<file path="src/rtl/uart_receiver.sv">
// 8N1 UART receive path: 2-flop synchronizer, oversampled start/data/stop
// sampling, and a holding register with valid/ack, framing-error and overrun.
module uart_receiver #(
  parameter int OVERSAMPLE = 16,
  parameter int DATA_BITS  = 8
) (
  input  logic                 sys_clk,
  input  logic                 rst,
  input  logic                 rx_clk,
  input  logic                 uart_rx,
  input  logic                 rx_ack,
  output logic [DATA_BITS-1:0] rx_data,
  output logic                 rx_valid,
  output logic                 frame_err,
  output logic                 overrun
);

  localparam int TW = $clog2(OVERSAMPLE);
  localparam int BW = $clog2(DATA_BITS + 1);
  localparam logic [TW-1:0] TICK_MID  = TW'(OVERSAMPLE / 2 - 1);
  localparam logic [TW-1:0] TICK_LAST = TW'(OVERSAMPLE - 1);
  localparam logic [BW-1:0] BIT_LAST  = BW'(DATA_BITS - 1);

  typedef enum logic [1:0] {IDLE, START, DATA, STOP} state_e;

  state_e               state_q, state_d;
  logic [1:0]           sync_q, sync_d;
  logic                 prev_q, prev_d;
  logic [TW-1:0]        tick_q, tick_d;
  logic [BW-1:0]        bit_q, bit_d;
  logic [DATA_BITS-1:0] shift_q, shift_d;
  logic [DATA_BITS-1:0] data_q, data_d;
  logic                 valid_q, valid_d;
  logic                 ferr_q, ferr_d;
  logic                 ovr_q, ovr_d;
  logic                 rx_s;
  logic                 good;

  assign rx_s      = sync_q[1];
  assign rx_data   = data_q;
  assign rx_valid  = valid_q;
  assign frame_err = ferr_q;
  assign overrun   = ovr_q;

  always_comb begin
    state_d = state_q;
    sync_d  = {sync_q[0], uart_rx};
    prev_d  = prev_q;
    tick_d  = tick_q;
    bit_d   = bit_q;
    shift_d = shift_q;
    data_d  = data_q;
    valid_d = valid_q;
    ferr_d  = 1'b0;
    ovr_d   = ovr_q;
    good    = 1'b0;

    if (rx_clk) begin
      prev_d = rx_s;
      case (state_q)
        // Requiring prev_q=1 keeps a held-low break from re-triggering.
        IDLE: if (prev_q && !rx_s) begin
          state_d = START;
          tick_d  = '0;
        end
        START: if (tick_q == TICK_MID) begin
          if (rx_s) begin
            state_d = IDLE;
          end else begin
            state_d = DATA;
            tick_d  = '0;
            bit_d   = '0;
          end
        end else begin
          tick_d = tick_q + TW'(1);
        end
        DATA: if (tick_q == TICK_LAST) begin
          shift_d = {rx_s, shift_q[DATA_BITS-1:1]};
          tick_d  = '0;
          bit_d   = bit_q + BW'(1);
          if (bit_q == BIT_LAST) state_d = STOP;
        end else begin
          tick_d = tick_q + TW'(1);
        end
        STOP: if (tick_q == TICK_LAST) begin
          state_d = IDLE;
          tick_d  = '0;
          if (rx_s) good = 1'b1;
          else      ferr_d = 1'b1;
        end else begin
          tick_d = tick_q + TW'(1);
        end
        default: state_d = IDLE;
      endcase
    end

    if (rx_ack) begin
      valid_d = 1'b0;
      ovr_d   = 1'b0;
    end
    // A byte completing alongside an ack wins; the ack only suppresses overrun.
    if (good) begin
      data_d  = shift_q;
      valid_d = 1'b1;
      if (valid_q && !rx_ack) ovr_d = 1'b1;
    end
  end

  always_ff @(posedge sys_clk or posedge rst) begin
    if (rst) begin
      state_q <= IDLE;
      sync_q  <= 2'b11;
      prev_q  <= 1'b1;
      tick_q  <= '0;
      bit_q   <= '0;
      shift_q <= '0;
      data_q  <= '0;
      valid_q <= 1'b0;
      ferr_q  <= 1'b0;
      ovr_q   <= 1'b0;
    end else begin
      state_q <= state_d;
      sync_q  <= sync_d;
      prev_q  <= prev_d;
      tick_q  <= tick_d;
      bit_q   <= bit_d;
      shift_q <= shift_d;
      data_q  <= data_d;
      valid_q <= valid_d;
      ferr_q  <= ferr_d;
      ovr_q   <= ovr_d;
    end
  end

endmodule

</file>
<file path="config.mk">
export PLATFORM = sky130hd
export DESIGN_NAME = uart_receiver
export DESIGN_NICKNAME = d
export VERILOG_FILES = /design/src/rtl/uart_receiver.sv
export SDC_FILE = /design/constraint.sdc
export NUM_CORES = 1
export LEC_CHECK = 0
export CAP_MARGIN = 10
export CORE_UTILIZATION = 50
export DETAILED_ROUTE_END_ITERATION = 12
export GPL_TIMING_DRIVEN = 0
export HOLD_SLACK_MARGIN = 0.05
export PLACE_DENSITY = 0.72
export SLEW_MARGIN = 20
export SYNTH_ARGS = -nofsm -noshare
export SYNTH_HDL_FRONTEND = slang
export SYNTH_SLANG_ARGS = --single-unit
export TNS_END_PERCENT = 100
</file>
<file path="constraint.sdc">
create_clock -name sys_clk -period 2.1 [get_ports sys_clk]
set_clock_uncertainty 0.1 [all_clocks]
set_input_delay 0.525 -clock sys_clk [delete_from_list [all_inputs] [get_ports sys_clk]]
set_output_delay 0.525 -clock sys_clk [all_outputs]
set_load 0.1 [all_outputs]
</file>
### Word level (Yosys, flattened, before mapping)

Cells that the tools add are included.

| cells by class | value |
|---|---|
| add/sub/neg operators | 2 |
| equality and inequality tests | 13 |
| mux-type cells | 28 |
| reductions and logical operators | 12 |

Operators by type and width:

| cell | number |
|---|---|
| 2-to-1 mux 4 bit | 6 |
| 2-to-1 mux 1 bit | 13 |
| 2-to-1 mux 2 bit | 6 |
| != test 2 bit (second input constant) | 6 |
| one-hot mux 4 bit (3 select lines) | 1 |
| adder 4 x 1 -> 4 bit (second input constant) | 2 |
| equality test 4 x 3 -> 1 bit (second input constant) | 2 |
| one-hot mux 2 bit (4 select lines) | 1 |
| one-hot mux 4 bit (2 select lines) | 1 |
| AND reduction 3 bit | 2 |
| AND reduction 6 bit | 1 |
| AND reduction 5 bit | 1 |
| equality test 2 bit (second input constant) | 2 |
| equality test 4 bit (second input constant) | 1 |
| nonzero test 2 bit | 2 |
| != test 3 bit (second input constant) | 1 |
| equality test 2 x 1 -> 1 bit (second input constant) | 1 |
| logical AND 1 bit | 2 |
| logical NOT 1 bit | 2 |
| logical NOT 2 bit | 1 |
| OR reduction 2 bit | 1 |

| storage, ports and cells | value |
|---|---|
| bits in registers | 32 |
| output and inout port bits | 11 |
| logic and storage cells | 65 |

### Depth between registers and ports, before layout

| logic depth | value |
|---|---|
| word-level depth | 5 |
| gate-level depth with buffers | 5 |

### Least setup slack after synthesis

Ideal clock, no wire load.

| timing | value |
|---|---|
| path kind | reg2reg |
| start | register tick_q[0] |
| end | register shift_q[0] |
| data arrival time | 1.523 ns |
| slack | 0.352 ns |
| stages on the path, launching flop included | 5 |
| path buffers | 0 |
| cell sequence | dfrtp_1 ha_1 nand4_2 nor3b_4 mux2_2 |

| on the way | value |
|---|---|
| word-level cells in the longest chain between the ends | 2 |

RTL lines:

| what | RTL line | source |
|---|---|---|
| start, declared | 29 | `logic [TW-1:0] tick_q, tick_d;` |
| start signal, assigned | 125 | `tick_q <= tick_d;` |
| equality test 4 bit | 77 | `DATA: if (tick_q == TICK_LAST) begin` |
| AND reduction 3 bit (no line) | -- |  |
| end signal, assigned | 127 | `shift_q <= shift_d;` |
| end, declared | 31 | `logic [DATA_BITS-1:0] shift_q, shift_d;` |

No other way between the ends.
A chain may end at the register's enable or synchronous reset.

### Final worst setup path

| timing | value |
|---|---|
| start | input rx_clk |
| end | register data_q[4] (netlist: rx_data[4]) |

| on the way | value |
|---|---|
| word-level cells in the longest chain between the ends | 1 |

RTL lines:

| what | RTL line | source |
|---|---|---|
| start, declared | 9 | `input logic rx_clk,` |
| 2-to-1 mux 1 bit | 58 | `if (rx_clk) begin` |
| end signal, assigned | 128 | `data_q <= data_d;` |
| end, declared | 32 | `logic [DATA_BITS-1:0] data_q, data_d;` |

No other way between the ends.

==> flow_summary.json <==
{
  "htreeDepth": 2,
  "grt_start_max_net_pins": 33,
  "yosys.cell_count.top_type": "dfrtp_1",
  "n_fill_cell": 221,
  "routed_wl_um": 2250,
  "finalSetupViolations": 0,
  "post-route-period-util_pct": 97.5,
  "grt_pass1_wl_um": 3550,
  "drc": 0,
  "antenna_found_initial": 0,
  "rsz0062_at_grt": "false",
  "cp_max_fo": 9,
  "num_vias": 911,
  "clockBufferDepth": 2,
  "clkLatencyLatePin_ns": 0.33,
  "synthTopCellsByArea": "dfrtp_1, mux2_2, dfstp_2, a31oi_1, ha_1",
  "relSlewSlack_pct": 57.8,
  "status": "finished clean",
  "drtIter0Drc": 17,
  "die_h_um": 55.0,
  "r2r_cells": 4,
  "max_freq_mhz": 489,
  "worstSetupStartpointType": "primary input",
  "required_ns": 2.22,
  "synth_top_area_share_pct": 51.7,
  "die_area_um2": 3020,
  "power.total_uw": 1350,
  "io_pins": 16,
  "ys.flop_type": "dfrtp_1",
  "path_class": "primary input to flip-flop",
  "place_ws_ns": -0.326,
  "cts_tree": "done",
  "crit_chain": "clkdlybuf4s50_1 -> nand4_2 -> nor2_2 -> mux2_2",
  "yosysTopAreaCell": "dfrtp_1",
  "multi_input_area_um2": 563,
  "rows": 18,
  "worstSetupStartpoint": "rx_clk",
  "period_minus_slack_ns": 2.05,
  "p_leak_uw": 0.000782,
  "syn_inst": 112,
  "synth_edf_count": 0,
  "cts_sinks": 32,
  "start_util_pct": 54.7,
  "critPathCapture": "rx_data[4]$_DFFE_PP0P_",
  "dr.pass1.iters": 4,
  "path_clk_slew_ns": 0.09,
  "cpPeakStageDelay_ns": 0.57,
  "grt.total_usage_pct": 17.9,
  "layout.nets": 143,
  "yosysUniqueCellTypes": 33,
  "rrSetupSlack_ns": 0.17,
  "timing.rr.start": "tick_q[0]$_DFFE_PP0P_",
  "hpwl_um": 1560,
  "crit_buf_inv": 1,
  "r2r-end": "rx_data[4]$_DFFE_PP0P_",
  "wl_per_cell_um": 13.5,
  "final_max_slew_viol_count": 0,
  "vdd_ir_drop_max_mv": 0.583,
  "crit_arrival_ns": 2.16,
  "power_density_nw_per_um2": 802,
  "avgSynthCellArea_um2": 12.5,
  "critPathCaptureType": "flip-flop",
  "crit_cells": 4,
  "yosysSeqAreaShare_pct": 57.3,
  "numCtsBuffers": 5,
  "syn-cell-area_um2": 1400,
  "ant_nets": 0,
  "n_antenna_cell": 0,
  "die_x_um": 55.0,
  "globalplace.congestion": 0.715,
  "hold_ws_ns": 0.260,
  "synth-seq-cells": 32,
  "cts_root_buffer": "clkbuf_4",
  "path_delay_family": "simple AND/OR/NAND/NOR gates",
  "grt_pass1_vias": 812,
  "slowest_stage": "clkdlybuf4s50_1",
  "synth_common_cells": "dfrtp_1, mux2_2, nand2_1",
  "finalHoldViolCount": 0,
  "yosysWarnings": 0,
  "hp-class": "flip-flop to flip-flop",
  "cap_viol_max_count": 0,
  "via_per_inst": 5.46,
  "design.core.area_um2": 2570,
  "ys_async_sr_fraction_pct": 100,
  "layout-drive-gt1-share_pct": 38.0,
  "portBuffers": 15,
  "synth_nets": 119,
  "worst_slack_ns": 0.0531,
  "ff_latch_area_um2": 805,
  "worstMarginPinSlew_ns": 0.633,
  "grt_overflow": 0,
  "synthToLayoutAreaGrowth_pct": 19.4
}
[metal layers]
| metal | track usage [%] | share of wire (%) | vias to the layer above |
|---|---|---|---|
| li1 | - | - | 451 |
| met1 | 23.1 | 47 | 436 |
| met2 | 25.3 | 46 | 16 |
| met3 | 8.20 | 4.7 | 8 |
| met4 | 8.75 | 1.9 | 0 |
| met5 | 0 | 0 | - |
[sequential cells by signal, indices dropped and copies added (netlist names), named ones only]
register	count
prev_q	1
bit_q	4
tick_q	4
rx_valid	1
frame_err	1
overrun	1
shift_q	8
rx_data	8
state_q	1
sync_q	2
[kinds of logic (layout without fill, tap and decap cells)]
logic type / after synthesis / after routing / synth area share, %
compound gates: 18 / 18 / 8.20
simple gates: 30 / 30 / 12.8
fa+ha+maj: 2 / 2 / 1.78
mux: 21 / 21 / 16.7
xor+xnor: 1 / 1 / 0.624
buf+inv: 8 / 33 / 2.59
flops: 32 / 32 / 57.3
[placed cells by master (no fill, tap or decap), types with 2 or more instances in the layout]
cell type	Yosys	final
buf_2	2	2
a31oi_1	4	4
a21oi_1	3	3
nand3_1	4	4
nand4_1	2	2
nor3_1	3	3
clkbuf_4	0	5
nor2_1	4	4
inv_1	5	4
mux2_2	19	19
nor2b_1	2	2
buf_4	1	3
a22o_1	2	2
nand2_1	6	6
clkinv_2	0	2
o21ai_0	4	4
mux2i_1	2	2
ha_1	2	2
clkdlybuf4s50_1	0	4
dfstp_2	3	3
clkdlybuf4s15_2	0	11
dfrtp_1	29	29
[worst min-delay path by stage]
stage	startpoint	end	slack (ns)	cells past startpoint
after global placement	sync_q[0]$_DFF_PP1_	sync_q[1]$_DFF_PP1_	0.25	0
after floorplan	sync_q[0]$_DFF_PP1_	sync_q[1]$_DFF_PP1_	0.25	0
after global routing	sync_q[0]$_DFF_PP1_	sync_q[1]$_DFF_PP1_	0.27	0
final	sync_q[0]$_DFF_PP1_	sync_q[1]$_DFF_PP1_	0.26	0
after detailed placement	sync_q[0]$_DFF_PP1_	sync_q[1]$_DFF_PP1_	0.25	0
after CTS	sync_q[0]$_DFF_PP1_	sync_q[1]$_DFF_PP1_	0.26	0
[metrics by stage]
step / cells / utilization [%] / setup TNS [ns] / cell area (um^2)
floorplan: 112 / - / 0 / 1400
global placement: 157 / 62.0 / -5.19 / 1590
detailed placement: 157 / 62.0 / -5.17 / 1590
CTS: 165 / 64.7 / 0 / 1660
global route: 167 / 65.3 / 0 / 1680
finish: 167 / 65.3 / 0 / 1680
[final cells by class]
cell class,instances,share of cell area [%]
flip-flops and latches,32,48.0
multi-input cells,72,33.6
plain buffers,3,1.04
clock inverters,3,1.12
well taps,30,2.24
repair buffers,17,10.7
inverters,5,1.12
clock buffers,5,2.24
[timing repair]
| action | 4_1_cts | 5_1_grt |
|---|---|---|
| pin swaps | 0 | 1 |
| setup endpoints to repair | 11 | 8 |
| hold endpoints to repair | 0 | 0 |
| hold buffers | 0 | 0 |
| setup buffers | 0 | 2 |
| cloned | 0 | 0 |
| gates resized for setup | 33 | 0 |
[power by group]
part	switching [uW]	total, uW	leakage [uW]	internal [uW]
logic	164	285	0.000321	122
clock network	215	343	0.0000349	128
registers	47.2	717	0.000426	670
No activity file was read; power rests on OpenSTA's default activity.
